### src/rtl/pipe_pkg.sv
// Shared constants and types for the IF/ID pipeline boundary.
// Holds the NOP encoding, pc step, default widths and the buffered entry layout.
package pipe_pkg;

    localparam int DEFAULT_PC_W   = 32;
    localparam int DEFAULT_INST_W = 32;

    localparam logic [31:0] INST_NOP = 32'h0000_0000;
    localparam int          PC_STEP  = 4;

    // Field order matches the packed {pc, inst} word stored in the entry file.
    typedef struct packed {
        logic [DEFAULT_PC_W-1:0]   pc;
        logic [DEFAULT_INST_W-1:0] inst;
    } ifid_entry_t;

endpackage

### src/rtl/ifid_entry_regs.sv
// DEPTH x W register file: one synchronous write port, one asynchronous read port.
// Holds the buffered {pc, inst} words of the IF/ID buffer.
module ifid_entry_regs #(
    parameter int DEPTH = 2,
    parameter int W     = 64
) (
    input  logic                     clk,
    input  logic                     we,
    input  logic [$clog2(DEPTH)-1:0] waddr,
    input  logic [W-1:0]             wdata,
    input  logic [$clog2(DEPTH)-1:0] raddr,
    output logic [W-1:0]             rdata
);

    logic [W-1:0] mem [DEPTH];

    // NOTE: storage is not reset; occupancy in the parent decides which words are meaningful.
    always_ff @(posedge clk) begin
        if (we) begin
            mem[waddr] <= wdata;
        end
    end

    assign rdata = mem[raddr];

endmodule

### src/rtl/pipe_ifid_buffer.sv
// IF/ID decoupling FIFO: accepts fetched (inst, pc) pairs, drives ID, back-pressures IF via if_wip.
// Optional same-cycle bypass of an empty buffer is enabled by defining IFID_BYPASS_EN.
module pipe_ifid_buffer
    import pipe_pkg::*;
#(
    parameter int DEPTH  = 2,
    parameter int PC_W   = DEFAULT_PC_W,
    parameter int INST_W = DEFAULT_INST_W
) (
    input  logic                     clk,
    input  logic                     clr,
    input  logic [INST_W-1:0]        if_inst,
    input  logic [PC_W-1:0]          if_pc,
    input  logic                     if_valid,
    output logic                     if_wip,
    input  logic                     flush,
    input  logic                     id_ready,
    output logic                     id_valid,
    output logic [INST_W-1:0]        id_inst,
    output logic [PC_W-1:0]          id_pc,
    output logic [PC_W-1:0]          id_pc4,
    output logic [$clog2(DEPTH):0]   count
);

    localparam int PW = $clog2(DEPTH);
    localparam int CW = PW + 1;
    localparam int EW = PC_W + INST_W;
    localparam logic [CW-1:0] FULL = CW'(DEPTH);

    logic [PW-1:0]   rd_ptr, wr_ptr;
    logic [CW-1:0]   cnt;
    logic [PC_W-1:0] last_pc;
    logic [EW-1:0]   head;
    logic            bypass;
    logic            push, pop, take, wr_en, rd_en;

    ifid_entry_regs #(.DEPTH(DEPTH), .W(EW)) u_regs (
        .clk   (clk),
        .we    (wr_en),
        .waddr (wr_ptr),
        .wdata ({if_pc, if_inst}),
        .raddr (rd_ptr),
        .rdata (head)
    );

    // Back-pressure looks only at registered occupancy, never at id_ready.
    assign if_wip = ~clr & (cnt != FULL);

    // NOTE: every output of this block gets a default first so no latch is inferred.
    always_comb begin
        bypass   = 1'b0;
`ifdef IFID_BYPASS_EN
        bypass   = ~clr & (cnt == '0) & if_valid & ~flush;
`endif
        id_valid = ~clr & ((cnt != '0) | bypass);
        id_inst  = INST_W'(INST_NOP);
        id_pc    = clr ? '0 : last_pc;
        if (bypass) begin
            id_inst = if_inst;
            id_pc   = if_pc;
        end else if (id_valid) begin
            id_inst = head[INST_W-1:0];
            id_pc   = head[EW-1 -: PC_W];
        end
    end

    assign id_pc4 = id_pc + PC_W'(PC_STEP);
    assign count  = cnt;

    assign push  = if_valid & if_wip & ~flush;
    assign pop   = id_valid & id_ready & ~flush;
    // A bypassed entry consumed in the same cycle never touches storage.
    assign take  = bypass & id_ready;
    assign wr_en = push & ~take;
    assign rd_en = pop & ~take;

    // NOTE: sequential state uses non-blocking assignments so all registers update together.
    always_ff @(posedge clk) begin
        if (clr) begin
            rd_ptr <= '0;
            wr_ptr <= '0;
            cnt    <= '0;
        end else if (flush) begin
            rd_ptr <= '0;
            wr_ptr <= '0;
            cnt    <= '0;
        end else begin
            if (wr_en) wr_ptr <= wr_ptr + PW'(1);
            if (rd_en) rd_ptr <= rd_ptr + PW'(1);
            case ({wr_en, rd_en})
                2'b10:   cnt <= cnt + CW'(1);
                2'b01:   cnt <= cnt - CW'(1);
                default: cnt <= cnt;
            endcase
        end
    end

    // The pc shown while empty is the most recently consumed one.
    always_ff @(posedge clk) begin
        if (clr) begin
            last_pc <= '0;
        end else if (pop) begin
            last_pc <= id_pc;
        end
    end

endmodule

### config.mk
export PLATFORM = sky130hd
export DESIGN_NAME = pipe_ifid_buffer
export DESIGN_NICKNAME = d
export VERILOG_FILES = /design/src/rtl/pipe_pkg.sv /design/src/rtl/ifid_entry_regs.sv /design/src/rtl/pipe_ifid_buffer.sv
export SDC_FILE = /design/constraint.sdc
export NUM_CORES = 1
export LEC_CHECK = 0
export ABC_CLOCK_PERIOD_IN_PS = 6500
export CAP_MARGIN = 10
export CORE_AREA = 10 10 162 164
export DETAILED_ROUTE_END_ITERATION = 7
export DIE_AREA = 0 0 172 174
export DONT_BUFFER_PORTS = 1
export HOLD_SLACK_MARGIN = 0.1
export PLACE_DENSITY = 0.58
export SLEW_MARGIN = 20
export SYNTH_ARGS = -nofsm -noshare
export SYNTH_HDL_FRONTEND = slang
export SYNTH_HIERARCHICAL = 1
export SYNTH_SLANG_ARGS = --single-unit
### constraint.sdc
create_clock -name clk -period 6.5 [get_ports clk]
set_input_delay 0.975 -clock clk [delete_from_list [all_inputs] [get_ports clk]]
set_output_delay 0.975 -clock clk [all_outputs]
set_load 0.01 [all_outputs]
# == After elaboration in Yosys (flattened, before gate mapping) ==
# Memory sizes are Yosys's and may differ from the RTL's. A register that Yosys moved wholly into a read port is not among the register bits.
# Index checks and enable logic that the tools add are counted.
# totals
regBits,36
ramBits,128
input_bits,69
out_inout_bits,100
mem_count,1
# op_classes
addsub,5
n_eq_ne,3
n_mux,8
n_bitwise,8
reduce_logical,3
# memory_table
memory,words,width,read_ports,rd_ports_with_merged_regs,wr,line,text
u_regs.mem,2,64,1,1,1,ifid_entry_regs.sv:15,logic [W-1:0] mem [DEPTH];
# ops
operator,count
$mux W32,3
$add A32 B3 Y32 const B,1
$and A1 B1 Y1,6
$mux W1,4
$pmux W2 S2,1
$reduce_bool A2 Y1,2
$add A1 B1 Y1 const B,2
$add A2 B1 Y2 const B,1
$eq A2 B1 Y1 const B,1
$eq A2 B2 Y1 const B,1
$ne A2 B2 Y1 const B,1
$not A1 Y1,2
$reduce_or A2 Y1,1
$sub A2 B1 Y2 const B,1

# == Depth between registers and ports, before layout ==
# logic_depth
depth_word,6
depth_mapped,13

# == Cells and area by module ==
# Netlist, hierarchy kept.
# modules_own_cells
module,n_inst,cells_per_inst,area_per_inst_um2,seq_area_each_um2
ifid_entry_regs,1,201,4933.5,3843.7
pipe_ifid_buffer,1,433,2985.4,720.7

# == Worst setup path after synthesis ==
# No wires, ideal clock.
# synth_path
path_kind,input to register
from,input clr
to,memory u_regs.mem[0][0] (enable)
setup_ps,494
arrival_time_ps,4341
required_time_ps,6006
setup_slack_ps,1664
stages,5
n_path_buf,1
cell_sequence,clkbuf_1 > nor2_1 > nand3_1 > inv_1 > nor2b_1
# synth_via
elab_chain_len,6
# synth_lines
element,line,text
"start, declared",pipe_ifid_buffer.sv:11,"input logic clr,"
$not A1 Y1,pipe_ifid_buffer.sv:47,assign if_wip = ~clr & (cnt != FULL);
$and A1 B1 Y1,pipe_ifid_buffer.sv:47,
$and A1 B1 Y1 (2 in series),pipe_ifid_buffer.sv:70,assign push = if_valid & if_wip & ~flush;
via push,pipe_ifid_buffer.sv:35,"logic push, pop, take, wr_en, rd_en;"
$mux W1,ifid_entry_regs.sv:19,if (we) begin
$mux W1 (implied by the code),ifid_entry_regs.sv:20,mem[waddr] <= wdata;
"end, declared",ifid_entry_regs.sv:15,
# The timed path passes the listed nets, and every way through them passes these cells.

==> flow_summary.toml <==
[synth]
post_synth_num_cell_types = 51
yosys_warnings = 6
synth_top_cell_area_share = 0.485
synthesis.instances = 634
share_of_synthesized_flip_flops_with_an_asynchronous_set_or_reset = 0
post_synth_instance_area_sq_mm = 0.00792
ys_top_cells_by_area = "edfxtp_1, mux2_4, dfxtp_1"
synth_flop_cell = "edfxtp_1"
yosysSeqAreaShare = 0.576
synth-compound-area-share = 0.0577
synth_fa_ha_area_frac = 0.00316
synth_top_family_by_area = "simple AND/OR/NAND/NOR gates"
count_of_flip_flops_with_a_built_in_enable_after_synthesis = 128
synth.mux.area_fraction = 0.126
synth_xor_area_frac = 0.0354
syn_avg_cell_area_sq_um = 12.5
synth_top_cell_by_area = "edfxtp_1"
syn_nets = 705
yosys_register_bits = 164
synth_simple_gate_area_share = 0.163

[sta]
final_hold_slack_ps = 454
clock-skew-final_ps = 10.6
final_min_period_over_clock_period = 0.720
unrepaired_setup_endpoints_after_global_routing = "no"
fin_tns_setup_ps = 0
shortest_period_the_worst_path_allows_ps = 4680
max-slew-margin-rel = 0.363
finalSetupViolCount = 0
timing.final.max_slew_violations = 0
max_slew.worst_pin.slew_ps = 949
fmax_mhz = 214
hold_viol = 0

[power]
power_switching_share = 0.226
max-vdd-ir-drop_v = 0.000149
total_switching_power_uw = 493
cellInternalPower_uw = 1690
cellLeakagePower_uw = 0.00291
clock_power_share = 0.444
power.sequential.fraction = 0.529
comb_power_share = 0.027
cellPowerDensity_mw_per_mm2 = 252

[floorplan]
core-area_sq_mm = 0.0231
fp.dieW_um = 172
io_pins = 169
die_outline_area_sq_mm = 0.0299
start_util = 0.342
die_height_um = 174
rows = 56

[setup_path]
critical_path.most_common_cell = "a21oi_1"
end_kind = "output port"
path_class = "reg2out"
master_of_the_slowest_instance_on_the_critical_path = "dfxtp_4"
crit_path_leading_delay_family = "compound AO/OA/AOI/OAI gates"
worstPathRequired_ps = 5520
largest_stage_delay_worst_path_ps = 680
worst_ep_arrival_time_ps = 3710
path_buf_inv = 0
critical_path_peak_fanout = 26
timing.critical_path.cells = "mux2_4 > nand2_1 > a21oi_1 > ha_1 > nand2b_1 > a21oi_1 > o2111a_1 > nand4b_1 > xnor2_1"
crit_path_start_kind = "flop"

[min_path]
hp-class = "reg2reg"

[drt]
dr.first_iter.drc_count = 433
dr_total_vias = 4857
detail_route.drc_violations = 0
detail_route.wl_per_cell_um = 21.6
routed_wl_mm = 20.0
postRouteAntennaNets = 0
vias_per_cell = 5.25
drt_pass1_iterations = 5

[layout]
most-common-layout-cells = "edfxtp_1, nand2_1, mux2_4"
area_growth_syn_to_layout_pct = 9.35
num-fill-cells = 2247
final_common_cell = "edfxtp_1"
drive_above_1_share = 0.197
num-nets-final = 693
insertedDiodeCount = 0

[place]
place_congestion = 0.804
port-buffer-count = 0
dp_hpwl_mm = 14.2

[cts]
root_buffer = "clkbuf_16"
clock_pin_slew_reported_for_the_worst_setup_and_hold_paths_after_clock_tree_synthesis_ps = 70
cts_tree = "built"
cts_buffer_depth = 2
worst_skew_pair.late_latency_ps = 420
cts.hold.buffers_added = 0
h_tree_level_count = 4
cts-buffers-inserted = 17
cts_num_sinks = 164
cts_repair_resize_count = 0
postCtsSetupBuffers = 0

[run]
cap_viol_max_count = 0

[grt]
grt-ovfl-total = 0
antenna_found_initial = 0
grt_pass1_vias = 5012
grt_first_pass_wirelength_mm = 30.2
grt_use_total = 0.134
pin_count_of_the_biggest_net_entering_global_routing = 82

[status]
run_status = "finished, final reports clean"
## cells by family after synthesis
family	after synthesis
compound gates	81
xor+xnor	32
fa+ha+maj	2
buf+inv	43
flops	164
mux	69
simple gates	243
## power by group through the flow
stage                     clock network (uW)  logic, uW  registers, uW
after floorplan                            0       54.3           1170
after global placement                     0       58.7           1170
after detailed placement                   0       59.2           1180
after CTS                                999       59.6           1150
after global routing                    1050       63.5           1150
final                                    968       58.4           1150
## worst min-delay path, cell delays in order, from the launching register on
cell and delay, ps:
dfxtp_1 310, nand2_1 50, a21oi_1 50
## layout make-up
type	instances	area, sq um	share of cell area
inverters	3	11.3	0.00130
clock buffers	17	425	0.0491
flip-flops and latches	164	4570	0.528
repair buffers	9	67.6	0.00780
well taps	290	363	0.0419
clock inverters	15	155	0.0179
multi-input cells	427	3070	0.354
## cell usage after synthesis (all sizes together), types with 12 or more instances
library cell,count
edfxtp,128
nand2,112
mux2,66
a21oi,47
dfxtp,36
and2,33
buf,25
xor2,17
nor2,16
clkbuf,15
xnor2,15
o21ai,14
nand3,12
nand3b,12
## per-stage QoR
stage	util	setup slack, ps	cell area, sq um	power [uW]	instances
detailed placement	0.349	2210	8080	1230	893
CTS	0.375	1740	8660	2210	925
finish	0.375	1820	8660	2180	925
global placement	0.349	2350	8070	1230	893
floorplan	-	1660	7920	1230	634
global route	0.375	1500	8660	2260	925
## layer usage
metal,up-vias,wire length [um],track usage
met5,-,0,0
met4,0,216,0.0428
met3,12,2770,0.0754
met2,231,9890,0.220
met1,2356,7110,0.141
li1,2258,-,-
## worst paths after layout
kind         slack, ps        start  depth (start not counted)                end
min reg2reg        450  last_pc[31]                          2        last_pc[31]
max reg2reg       3730     count[0]                          5  u_regs/mem[0][52]
max               1820       rd_ptr                          9         id_pc4[24]
min                450  last_pc[31]                          2        last_pc[31]
## state kept, by name, indices dropped and copies added (netlist names)
signal and count:
u_regs/mem 128, last_pc 32, count 2, rd_ptr 1, wr_ptr 1
Note: power is estimated with default switching activity, not from simulation.
